`src/rtl/facto_calc_if.sv`:
```
// Request/bank-write bundle between a factorial requester and facto_calc_seq.
// The master drives the request; the slave (the engine) drives the bank writes.
interface facto_calc_if #(
  parameter int WIDTH = 64
);
  logic             start;
  logic             clear;
  logic [WIDTH-1:0] operand;
  logic [6:0]       wr_en;
  logic [WIDTH:0]   wr_data;
  logic             busy;
  logic             done;

  modport master (
    output start, clear, operand,
    input  wr_en, wr_data, busy, done
  );

  modport slave (
    input  start, clear, operand,
    output wr_en, wr_data, busy, done
  );
endinterface

```
`src/rtl/facto_calc_seq.sv`:
```
// Sequential factorial engine and register-bank write sequencer.
// Computes N! with one shift-add multiply (WIDTH steps) per factor, then
// writes operand, status, result and a 4-deep result history into a
// 7-slot bank, one slot per cycle. Overflow aborts the remaining multiplies.
module facto_calc_seq #(
  parameter int WIDTH     = 64,
  parameter int HIST_BASE = 3
) (
  input  logic        clk,
  input  logic        reset_n,
  facto_calc_if.slave bus
);

  localparam int SW = $clog2(WIDTH);

  typedef enum logic [3:0] {
    IDLE,
    W_OPND,
    W_STAT_BUSY,
    INIT,
    MUL,
    NEXT,
    W_RES,
    W_HIST,
    W_STAT_DONE,
    W_CLR
  } state_t;

  state_t             state_reg, state_next;
  logic [WIDTH-1:0]   acc_reg;
  logic [WIDTH-1:0]   i_reg;        // holds N from start until INIT, then the next factor
  logic [WIDTH-1:0]   mplier_reg;   // multiplier, consumed LSB first
  logic [2*WIDTH-1:0] mcand_reg;    // multiplicand, shifted left each step
  logic [2*WIDTH-1:0] prod_reg;
  logic [SW-1:0]      step_reg;
  logic               ovf_reg;
  logic [1:0]         hist_ptr_reg;

  logic [WIDTH-1:0]   i_dec;
  logic               ovf_calc;
  logic               last_step;
  logic [WIDTH:0]     status_busy;
  logic [WIDTH:0]     status_done;
  logic [WIDTH:0]     result_word;
  logic [6:0]         hist_onehot;

  logic [6:0]         wr_en_comb;
  logic [WIDTH:0]     wr_data_comb;
  logic               busy_comb;
  logic               done_comb;

  assign i_dec     = i_reg - WIDTH'(1);
  // Overflow is sticky: once a product spills into the upper half it stays set.
  assign ovf_calc  = ovf_reg | (|prod_reg[2*WIDTH-1:WIDTH]);
  assign last_step = (step_reg == SW'(WIDTH - 1));

  // Status word: bit0 busy, bit1 done, bit2 ovf, bits[4:3] history pointer.
  assign status_busy = (WIDTH+1)'({hist_ptr_reg, ovf_reg, 2'b01});
  assign status_done = (WIDTH+1)'({hist_ptr_reg, ovf_reg, 2'b10});
  assign result_word = ovf_reg ? {1'b1, {WIDTH{1'b0}}} : {1'b0, acc_reg};

  // One-hot select of the history slot addressed by the history pointer.
  for (genvar gi = 0; gi < 7; gi++) begin : g_hist_sel
    if (gi >= HIST_BASE && gi < HIST_BASE + 4) begin : g_slot
      assign hist_onehot[gi] = (hist_ptr_reg == 2'(gi - HIST_BASE));
    end else begin : g_none
      assign hist_onehot[gi] = 1'b0;
    end
  end

  // State register.
  always_ff @(posedge clk or negedge reset_n) begin
    if (!reset_n) begin
      state_reg <= IDLE;
    end else begin
      state_reg <= state_next;
    end
  end

  // Next-state logic and Moore output decode; clear overrides everything.
  always_comb begin
    state_next   = state_reg;
    wr_en_comb   = '0;
    wr_data_comb = '0;
    busy_comb    = 1'b1;
    done_comb    = 1'b0;

    case (state_reg)
      IDLE: begin
        busy_comb = 1'b0;
        if (bus.start) state_next = W_OPND;
      end
      W_OPND: begin
        wr_en_comb   = 7'b000_0001;
        wr_data_comb = {1'b0, i_reg};
        state_next   = W_STAT_BUSY;
      end
      W_STAT_BUSY: begin
        wr_en_comb   = 7'b000_0010;
        wr_data_comb = status_busy;
        state_next   = INIT;
      end
      INIT: begin
        state_next = (i_reg < WIDTH'(2)) ? W_RES : MUL;
      end
      MUL: begin
        if (last_step) state_next = NEXT;
      end
      NEXT: begin
        state_next = (ovf_calc || (i_dec < WIDTH'(2))) ? W_RES : MUL;
      end
      W_RES: begin
        wr_en_comb   = 7'b000_0100;
        wr_data_comb = result_word;
        state_next   = W_HIST;
      end
      W_HIST: begin
        wr_en_comb   = hist_onehot;
        wr_data_comb = result_word;
        state_next   = W_STAT_DONE;
      end
      W_STAT_DONE: begin
        wr_en_comb   = 7'b000_0010;
        wr_data_comb = status_done;
        busy_comb    = 1'b0;
        done_comb    = 1'b1;
        state_next   = IDLE;
      end
      W_CLR: begin
        wr_en_comb   = 7'b000_0010;
        wr_data_comb = '0;
        state_next   = IDLE;
      end
      default: begin
        state_next = IDLE;
      end
    endcase

    if (bus.clear) state_next = W_CLR;
  end

  assign bus.wr_en   = wr_en_comb;
  assign bus.wr_data = wr_data_comb;
  assign bus.busy    = busy_comb;
  assign bus.done    = done_comb;

  // Datapath: operand capture, shift-add multiply, overflow and history pointer.
  always_ff @(posedge clk or negedge reset_n) begin
    if (!reset_n) begin
      acc_reg      <= WIDTH'(1);
      i_reg        <= '0;
      mplier_reg   <= '0;
      mcand_reg    <= '0;
      prod_reg     <= '0;
      step_reg     <= '0;
      ovf_reg      <= 1'b0;
      hist_ptr_reg <= '0;
    end else if (bus.clear) begin
      ovf_reg      <= 1'b0;
      hist_ptr_reg <= '0;
    end else begin
      case (state_reg)
        IDLE: begin
          if (bus.start) i_reg <= bus.operand;
        end
        INIT: begin
          // First multiply is 1 * N; i already holds N.
          acc_reg    <= WIDTH'(1);
          ovf_reg    <= 1'b0;
          mcand_reg  <= (2*WIDTH)'(1);
          mplier_reg <= i_reg;
          prod_reg   <= '0;
          step_reg   <= '0;
        end
        MUL: begin
          if (mplier_reg[0]) prod_reg <= prod_reg + mcand_reg;
          mcand_reg  <= mcand_reg << 1;
          mplier_reg <= mplier_reg >> 1;
          step_reg   <= step_reg + SW'(1);
        end
        NEXT: begin
          // Commit the product and set up acc * (i-1) for a possible next pass.
          acc_reg    <= prod_reg[WIDTH-1:0];
          ovf_reg    <= ovf_calc;
          i_reg      <= i_dec;
          mcand_reg  <= {{WIDTH{1'b0}}, prod_reg[WIDTH-1:0]};
          mplier_reg <= i_dec;
          prod_reg   <= '0;
          step_reg   <= '0;
        end
        W_HIST: begin
          hist_ptr_reg <= hist_ptr_reg + 2'd1;
        end
        default: begin
        end
      endcase
    end
  end

endmodule
```
`src/flat_wrapper.sv`:
```
// flat-port wrapper written by rule: the top's interface ports become plain ports
module facto_calc_seq_flat 
#(
  parameter int WIDTH     = 64,
  parameter int HIST_BASE = 3
)
  (clk, reset_n, bus_start, bus_clear, bus_operand, bus_wr_en, bus_wr_data, bus_busy, bus_done);
  facto_calc_if #(.WIDTH(WIDTH)) bus_i ();
  input  logic clk;
  input  logic reset_n;
  input wire logic [$bits(bus_i.start)-1:0] bus_start;
  input wire logic [$bits(bus_i.clear)-1:0] bus_clear;
  input wire logic [$bits(bus_i.operand)-1:0] bus_operand;
  output wire logic [$bits(bus_i.wr_en)-1:0] bus_wr_en;
  output wire logic [$bits(bus_i.wr_data)-1:0] bus_wr_data;
  output wire logic [$bits(bus_i.busy)-1:0] bus_busy;
  output wire logic [$bits(bus_i.done)-1:0] bus_done;
  assign bus_i.start = bus_start;
  assign bus_i.clear = bus_clear;
  assign bus_i.operand = bus_operand;
  assign bus_wr_en = bus_i.wr_en;
  assign bus_wr_data = bus_i.wr_data;
  assign bus_busy = bus_i.busy;
  assign bus_done = bus_i.done;
  facto_calc_seq #(.WIDTH(WIDTH), .HIST_BASE(HIST_BASE)) u_core (.clk(clk), .reset_n(reset_n), .bus(bus_i));
endmodule
```
`config.mk`:
```
export PLATFORM = sky130hd
export DESIGN_NAME = facto_calc_seq_flat
export DESIGN_NICKNAME = d
export VERILOG_FILES = /design/src/rtl/facto_calc_if.sv /design/src/rtl/facto_calc_seq.sv /design/src/flat_wrapper.sv
export SDC_FILE = /design/constraint.sdc
export NUM_CORES = 1
export LEC_CHECK = 0
export CAP_MARGIN = 20
export CORE_MARGIN = 8
export CORE_UTILIZATION = 30
export DETAILED_ROUTE_END_ITERATION = 10
export GPL_TIMING_DRIVEN = 0
export PLACE_DENSITY_LB_ADDON = 0.25
export SETUP_SLACK_MARGIN = 0.3
export SLEW_MARGIN = 20
export SYNTH_ARGS = -nofsm -noshare
export SYNTH_HDL_FRONTEND = slang
export SYNTH_SLANG_ARGS = --single-unit
```
`constraint.sdc`:
```
create_clock -name clk -period 10.3 [get_ports clk]
set_input_delay 2.06 -clock clk [delete_from_list [all_inputs] [get_ports clk]]
set_output_delay 2.06 -clock clk [all_outputs]
set_load 0.01 [all_outputs]
```
==> flow_summary.yaml, run 1 <==
global_routing:
  antenna_found_initial: 0
  grt_start_max_net_pins: 94
  grt_pass1_wl_um: 174000
  grt-ovfl-total: 0
  grt_pass1_vias: 27200
  grtUsageTotal_pct: 20.7
sta:
  hold_slack_ns: 0.475
  timing.fmax_mhz: 162
  hold_viol_final: 0
  worst_slew_pin_slew_ns: 1.16
  finalCritPeriodShare_pct: 60.1
  setup_tns_ns: 0
  slew-limit-headroom_pct: 21.9
  finalSetupViolCount: 0
  period_needed_ns: 6.19
  finalClockSkew_ns: 0.0324
  drv_slew: 0
  rsz0062_at_grt: "false"
worst_setup_path:
  critPathLaunchType: "flop"
  r2r_cells: 16
  crit_path_end_kind: "primary output"
  worstSetupEndpoint: "bus_wr_data[2]"
  critPathArrivalTime_ns: 4.13
  startpoint: "u_core.state_reg[1]"
  r2r_slack_ns: 4.90
  cp.required_ns: 8.24
  rr_endpoint: "u_core.prod_reg[126]"
  path_class: "reg2out"
  path_max_fanout: 10
  r2r_start: "u_core.prod_reg[0]"
routing:
  ant_nets: 0
  routedWlPerCell_um: 23.4
  first_pass_iters: 5
  drt_iter0_markers: 2399
  drt-total-wl_um: 115000
  drcViolationCount: 0
  vias: 27500
  viasPerCell: 5.61
cts:
  cts_hold_buf: 0
  cts_tree: "yes"
  clk_latency_ns: 0.64
  cts_inserted_buffers: 52
  clk_pin_slew_ns: 0.07
  cts.sinks: 461
  clockBufferDepth: 3
  cts-htree-levels: 2
  cts-root-buf: "clkbuf_16"
  postCtsResizedCells: 0
  post_cts_buffers: 0
run:
  drv_cap: 0
cells_and_area:
  fillers: 9962
  multi_input_area_sq_um: 16200
  nets: 3804
  fin_area_sq_um: 33800
  drive_above_1_share_pct: 3.87
  seq_area_sq_um: 11500
  antenna_cells: 0
  area_delta_synth_final_pct: 17.3
logic_synthesis:
  synth-seq-cells: 461
  yosysUniqueCellTypes: 83
  syn-instance-count: 3401
  syn_avg_cell_area_sq_um: 8.48
  ys_seq_area_share_pct: 40.0
  synthFlopType: "dfrtp_1"
  synth.cell_area_sq_um: 28800
  syn_nets: 3603
  synth-edff-count: 0
  synthArstFlopShare_pct: 100
  ys_warn_count: 0
floorplanning:
  core_area_sq_um: 95200
  die_area_sq_um: 106000
  die_width_um: 326
  start_util_pct: 30.3
  rows: 113
  num_io_pins: 142
  die_h_um: 326
place:
  place_congestion: 0.972
  portBuffers: 141
  dp_hpwl_um: 87800
  place_area_sq_um: 32000
power_and_ir_drop:
  powerDensity_nw_per_um2: 167
  peakVddDrop_uv: 124
  p_leak_nw: 13.9
worst_hold_path:
  hp-class: "reg2reg"
run_status:
  status: "completed"
[layout by cell type, fill, tap and decap left out, types with 10 or more instances in the layout]
cell type and count:
nor4_1 57, and2_1 11, nand2b_1 13, buf_1 20
or3_1 19, a21o_1 60, o211ai_1 10, nor2_1 306
a31oi_1 30, a221oi_1 29, nand4_1 54, nor2b_1 10
inv_1 42, o21a_1 19, dfrtp_1 460, nor3b_1 29
nand2_1 431, o22ai_1 22, xor2_1 69, nand3_1 37
nor3_1 59, a22o_1 190, a21oi_1 352, clkdlybuf4s50_1 140
ha_1 133, a22oi_1 69, o31ai_1 20, clkinv_2 11
clkbuf_16 52, o21ai_0 355, o21bai_1 26, a2111oi_0 19
xnor2_1 102, clkbuf_1 227
[kinds of logic after synthesis]
family          count (synthesis)  synth area share [%]
flops                         461                  40.0
buf+inv                       293                  3.87
fa+ha+maj                     134                  5.84
simple gates                 1070                  16.9
xor+xnor                      171                  5.19
mux                             9                 0.312
compound gates               1263                  27.9
[per-layer routing]
metal	track usage, %	vias to the layer above	routed length [um]
met5	0	-	0
met4	8.09	0	4820
met3	2.97	229	6970
met2	33.5	980	52600
met1	27.9	13500	50500
li1	-	12900	-
[worst min path at each step]
stage / cells past startpoint / slack (ns) / from / to
after floorplan: 2 / 0.44 / u_core.mplier_reg[13] / u_core.mplier_reg[13]
after global placement: 2 / 0.46 / u_core.mplier_reg[17] / u_core.mplier_reg[17]
after detailed placement: 2 / 0.46 / u_core.mplier_reg[36] / u_core.mplier_reg[36]
after CTS: 2 / 0.48 / u_core.mplier_reg[36] / u_core.mplier_reg[36]
after global routing: 2 / 0.49 / u_core.mplier_reg[32] / u_core.mplier_reg[32]
final: 2 / 0.48 / u_core.mplier_reg[46] / u_core.mplier_reg[46]
[power by group]
group          total (W)  internal [W]  switching, W
Sequential       0.00230       0.00205      0.000254
Clock            0.00202       0.00119      0.000834
Combinational    0.00131      0.000499      0.000813
Total            0.00563       0.00373       0.00190
[cell usage after synthesis (all sizes together) (19+ instances only)]
master,n,area (sq um)
nor4,60,403
o21a,19,143
nand3,37,185
nor3b,29,218
nor2,307,1150
xor2,69,604
a21o,60,450
xnor2,102,893
o22ai,22,138
clkbuf,225,847
buf,26,111
inv,42,158
nand2,432,1620
o31ai,20,150
a21oi,353,1770
or3,21,138
nor3,64,347
a22o,190,1660
a2111oi,21,190
o21bai,26,195
dfrtp,460,11500
nand4,54,338
a22oi,69,518
a221oi,29,254
ha,133,1660
a31oi,30,188
o21ai,363,1820
[area by class of cell]
cell class                      count  share of cell area [%]
Clock inverter                     29                    1.13
Tap cell                         1265                    4.68
Multi-Input combinational cell   2647                    47.9
Sequential cell                   461                    34.1
Inverter                           42                   0.466
Clock buffer                       66                    4.24
Buffer                            251                    2.84
Timing Repair Buffer              147                    4.61
[worst max-delay path, cell delays in order (launching register included)]
cell and delay [ns]:
dfrtp_1 0.47, clkbuf_1 0.29, nand2b_1 0.26, nor3_2 0.62
clkbuf_1 0.81, a22oi_1 0.21, nand2_1 0.24, clkdlybuf4s50_1 0.58
[through the flow]
step                      instances  total power (W)  worst slack [ns]  utilization (%)
after floorplan                3401          0.00312              6.25                -
after global placement         4807          0.00360            -14.82             33.4
after detailed placement       4813          0.00361              4.67             33.6
after CTS                      4908          0.00565              4.19             35.5
after global routing           4908          0.00591              4.10             35.5
final                          4908          0.00563              4.11             35.5
(Power assumes the default switching activity.)
==> run 2: changes to the inputs <==
==> constraint.sdc (replaced) <==
create_clock -name clk -period 5.08 [get_ports clk]
set_input_delay 1.016 -clock clk [delete_from_list [all_inputs] [get_ports clk]]
set_output_delay 1.016 -clock clk [all_outputs]
set_load 0.01 [all_outputs]
==> flow_summary.yaml, run 2 (same netlist as run 1, synthesis figures left out) <==
run_status:
  status: "completed"
sta:
  setup_ws_ns: 0.318
  slew-limit-headroom_pct: 19.9
  finalSetupViolCount: 0
  timing.fmax_mhz: 210
  period_needed_ns: 4.76
  worst_slew_pin_slew_ns: 1.19
  hold_slack_ns: 0.326
  finalClockSkew_ns: 0.0346
  finalCritPeriodShare_pct: 93.7
  hold_viol_final: 0
  drv_slew: 0
  rsz0062_at_grt: "true"
power_and_ir_drop:
  p_seq_share_pct: 40.8
  p_leak_nw: 14.0
  pwr-share-clk_pct: 35.8
  peakVddDrop_uv: 254
  switching_power_w: 0.00387
  comb_power_share_pct: 23.4
  powerDensity_nw_per_um2: 337
  switching_share_pct: 33.8
  internal_power_w: 0.00757
  total_power_w: 0.0114
routing:
  ant_nets: 0
  first_pass_iters: 6
  drt_iter0_markers: 2379
  drt-total-wl_um: 115000
  vias: 27600
  viasPerCell: 5.62
  routedWlPerCell_um: 23.4
  drcViolationCount: 0
cts:
  cts-root-buf: "clkbuf_16"
  cts_tree: "yes"
  clk_pin_slew_ns: 0.07
  cts_hold_buf: 0
  cts-htree-levels: 2
  cts_inserted_buffers: 52
  clk_latency_ns: 0.64
  cts.sinks: 461
  clockBufferDepth: 3
worst_setup_path:
  worstSetupEndpoint: "bus_wr_data[24]"
  crit_family: "buffers and inverters"
  r2r_start: "u_core.i_reg[4]"
  startpoint: "u_core.state_reg[1]"
  r2r_slack_ns: 0.39
  path_class: "reg2out"
  cp.buffers_inverters: 3
  path_max_fanout: 10
  crit_cells: 6
  cpMostUsedCell: "clkbuf_1"
  max_stage_delay_ns: 0.65
  crit_path_end_kind: "primary output"
  r2r_cells: 14
  cp.required_ns: 4.06
  rr_endpoint: "u_core.state_reg[1]"
  critPathLaunchType: "flop"
  critPathArrivalTime_ns: 3.75
  slowest_stage: "clkbuf_1"
  worstPathCellList: "clkbuf_1 -> nand2_1 -> nor2_2 -> clkbuf_1 -> a22o_1 -> clkdlybuf4s50_1"
floorplanning:
  die_area_sq_um: 106000
  die_h_um: 326
  start_util_pct: 30.3
  die_width_um: 326
  core_area_sq_um: 95200
  rows: 113
  num_io_pins: 142
place:
  place_area_sq_um: 32000
  dp_slack_ns: -0.273
  dp_hpwl_um: 87800
  portBuffers: 141
  place_congestion: 0.972
global_routing:
  antenna_found_initial: 0
  grt-ovfl-total: 0
  grtUsageTotal_pct: 20.8
  grt_start_max_net_pins: 94
  grt_pass1_vias: 27200
  grt_pass1_wl_um: 174000
cells_and_area:
  layout_common_cells: "dfrtp_1, nand2_1, o21ai_0"
  area_delta_synth_final_pct: 17.9
  final_common_cell: "dfrtp_1"
  multi_input_area_sq_um: 16300
  fin_area_sq_um: 34000
  fin_util_pct: 35.7
  fillers: 9939
  seq_area_sq_um: 11500
  drive_above_1_share_pct: 4.66
  antenna_cells: 0
  nets: 3807
run:
  drv_cap: 0
worst_hold_path:
  hp-class: "in2async"
-- run 2: worst min path at each step --
| stage | depth (start not counted) | slack (ns) | start | to |
|---|---|---|---|---|
| CTS | 1 | 0.33 | reset_n | u_core.i_reg[14] |
| detailed placement | 2 | 0.46 | u_core.mplier_reg[36] | u_core.mplier_reg[36] |
| global placement | 2 | 0.46 | u_core.mplier_reg[17] | u_core.mplier_reg[17] |
| global route | 1 | 0.37 | reset_n | u_core.mplier_reg[16] |
| finish | 1 | 0.33 | reset_n | u_core.i_reg[14] |
| floorplan | 2 | 0.44 | u_core.mplier_reg[13] | u_core.mplier_reg[13] |
-- run 2: routing by layer --
metal | vias to the layer above | global-route usage [%] | routed length, um
met2 | 981 | 33.5 | 52700
li1 | 12900 | - | -
met5 | - | 0 | 0
met1 | 13500 | 27.9 | 50300
met3 | 240 | 3.03 | 7210
met4 | 0 | 8.02 | 4790
-- run 2: stage by stage --
step	setup TNS (ns)	std cells
floorplan	0	3401
global placement	-8706.24	4807
detailed placement	-0.607	4813
CTS	0	4909
global route	0	4911
finish	0	4911
-- run 2: power groups by stage --
stage | registers (W) | logic, W | clock network (W)
after floorplan | 0.00449 | 0.00183 | 0
after global placement | 0.00472 | 0.00259 | 0
after detailed placement | 0.00470 | 0.00263 | 0
after CTS | 0.00464 | 0.00264 | 0.00418
after global routing | 0.00472 | 0.00297 | 0.00431
final | 0.00467 | 0.00267 | 0.00410
-- run 2: final cells by class --
| class | count | share of cell area, % |
|---|---|---|
| Buffer | 251 | 2.87 |
| Clock buffer | 66 | 4.22 |
| Clock inverter | 29 | 1.12 |
| Inverter | 42 | 0.464 |
| Multi-Input combinational cell | 2647 | 48.1 |
| Sequential cell | 461 | 33.9 |
| Tap cell | 1265 | 4.66 |
| Timing Repair Buffer | 150 | 4.65 |
-- run 2: what timing repair did --
item,4_1_cts,5_1_grt
gates resized for setup,19,17
setup endpoints to repair,73,15
gates cloned,0,0
setup buffers,1,2
pin swaps,1,1
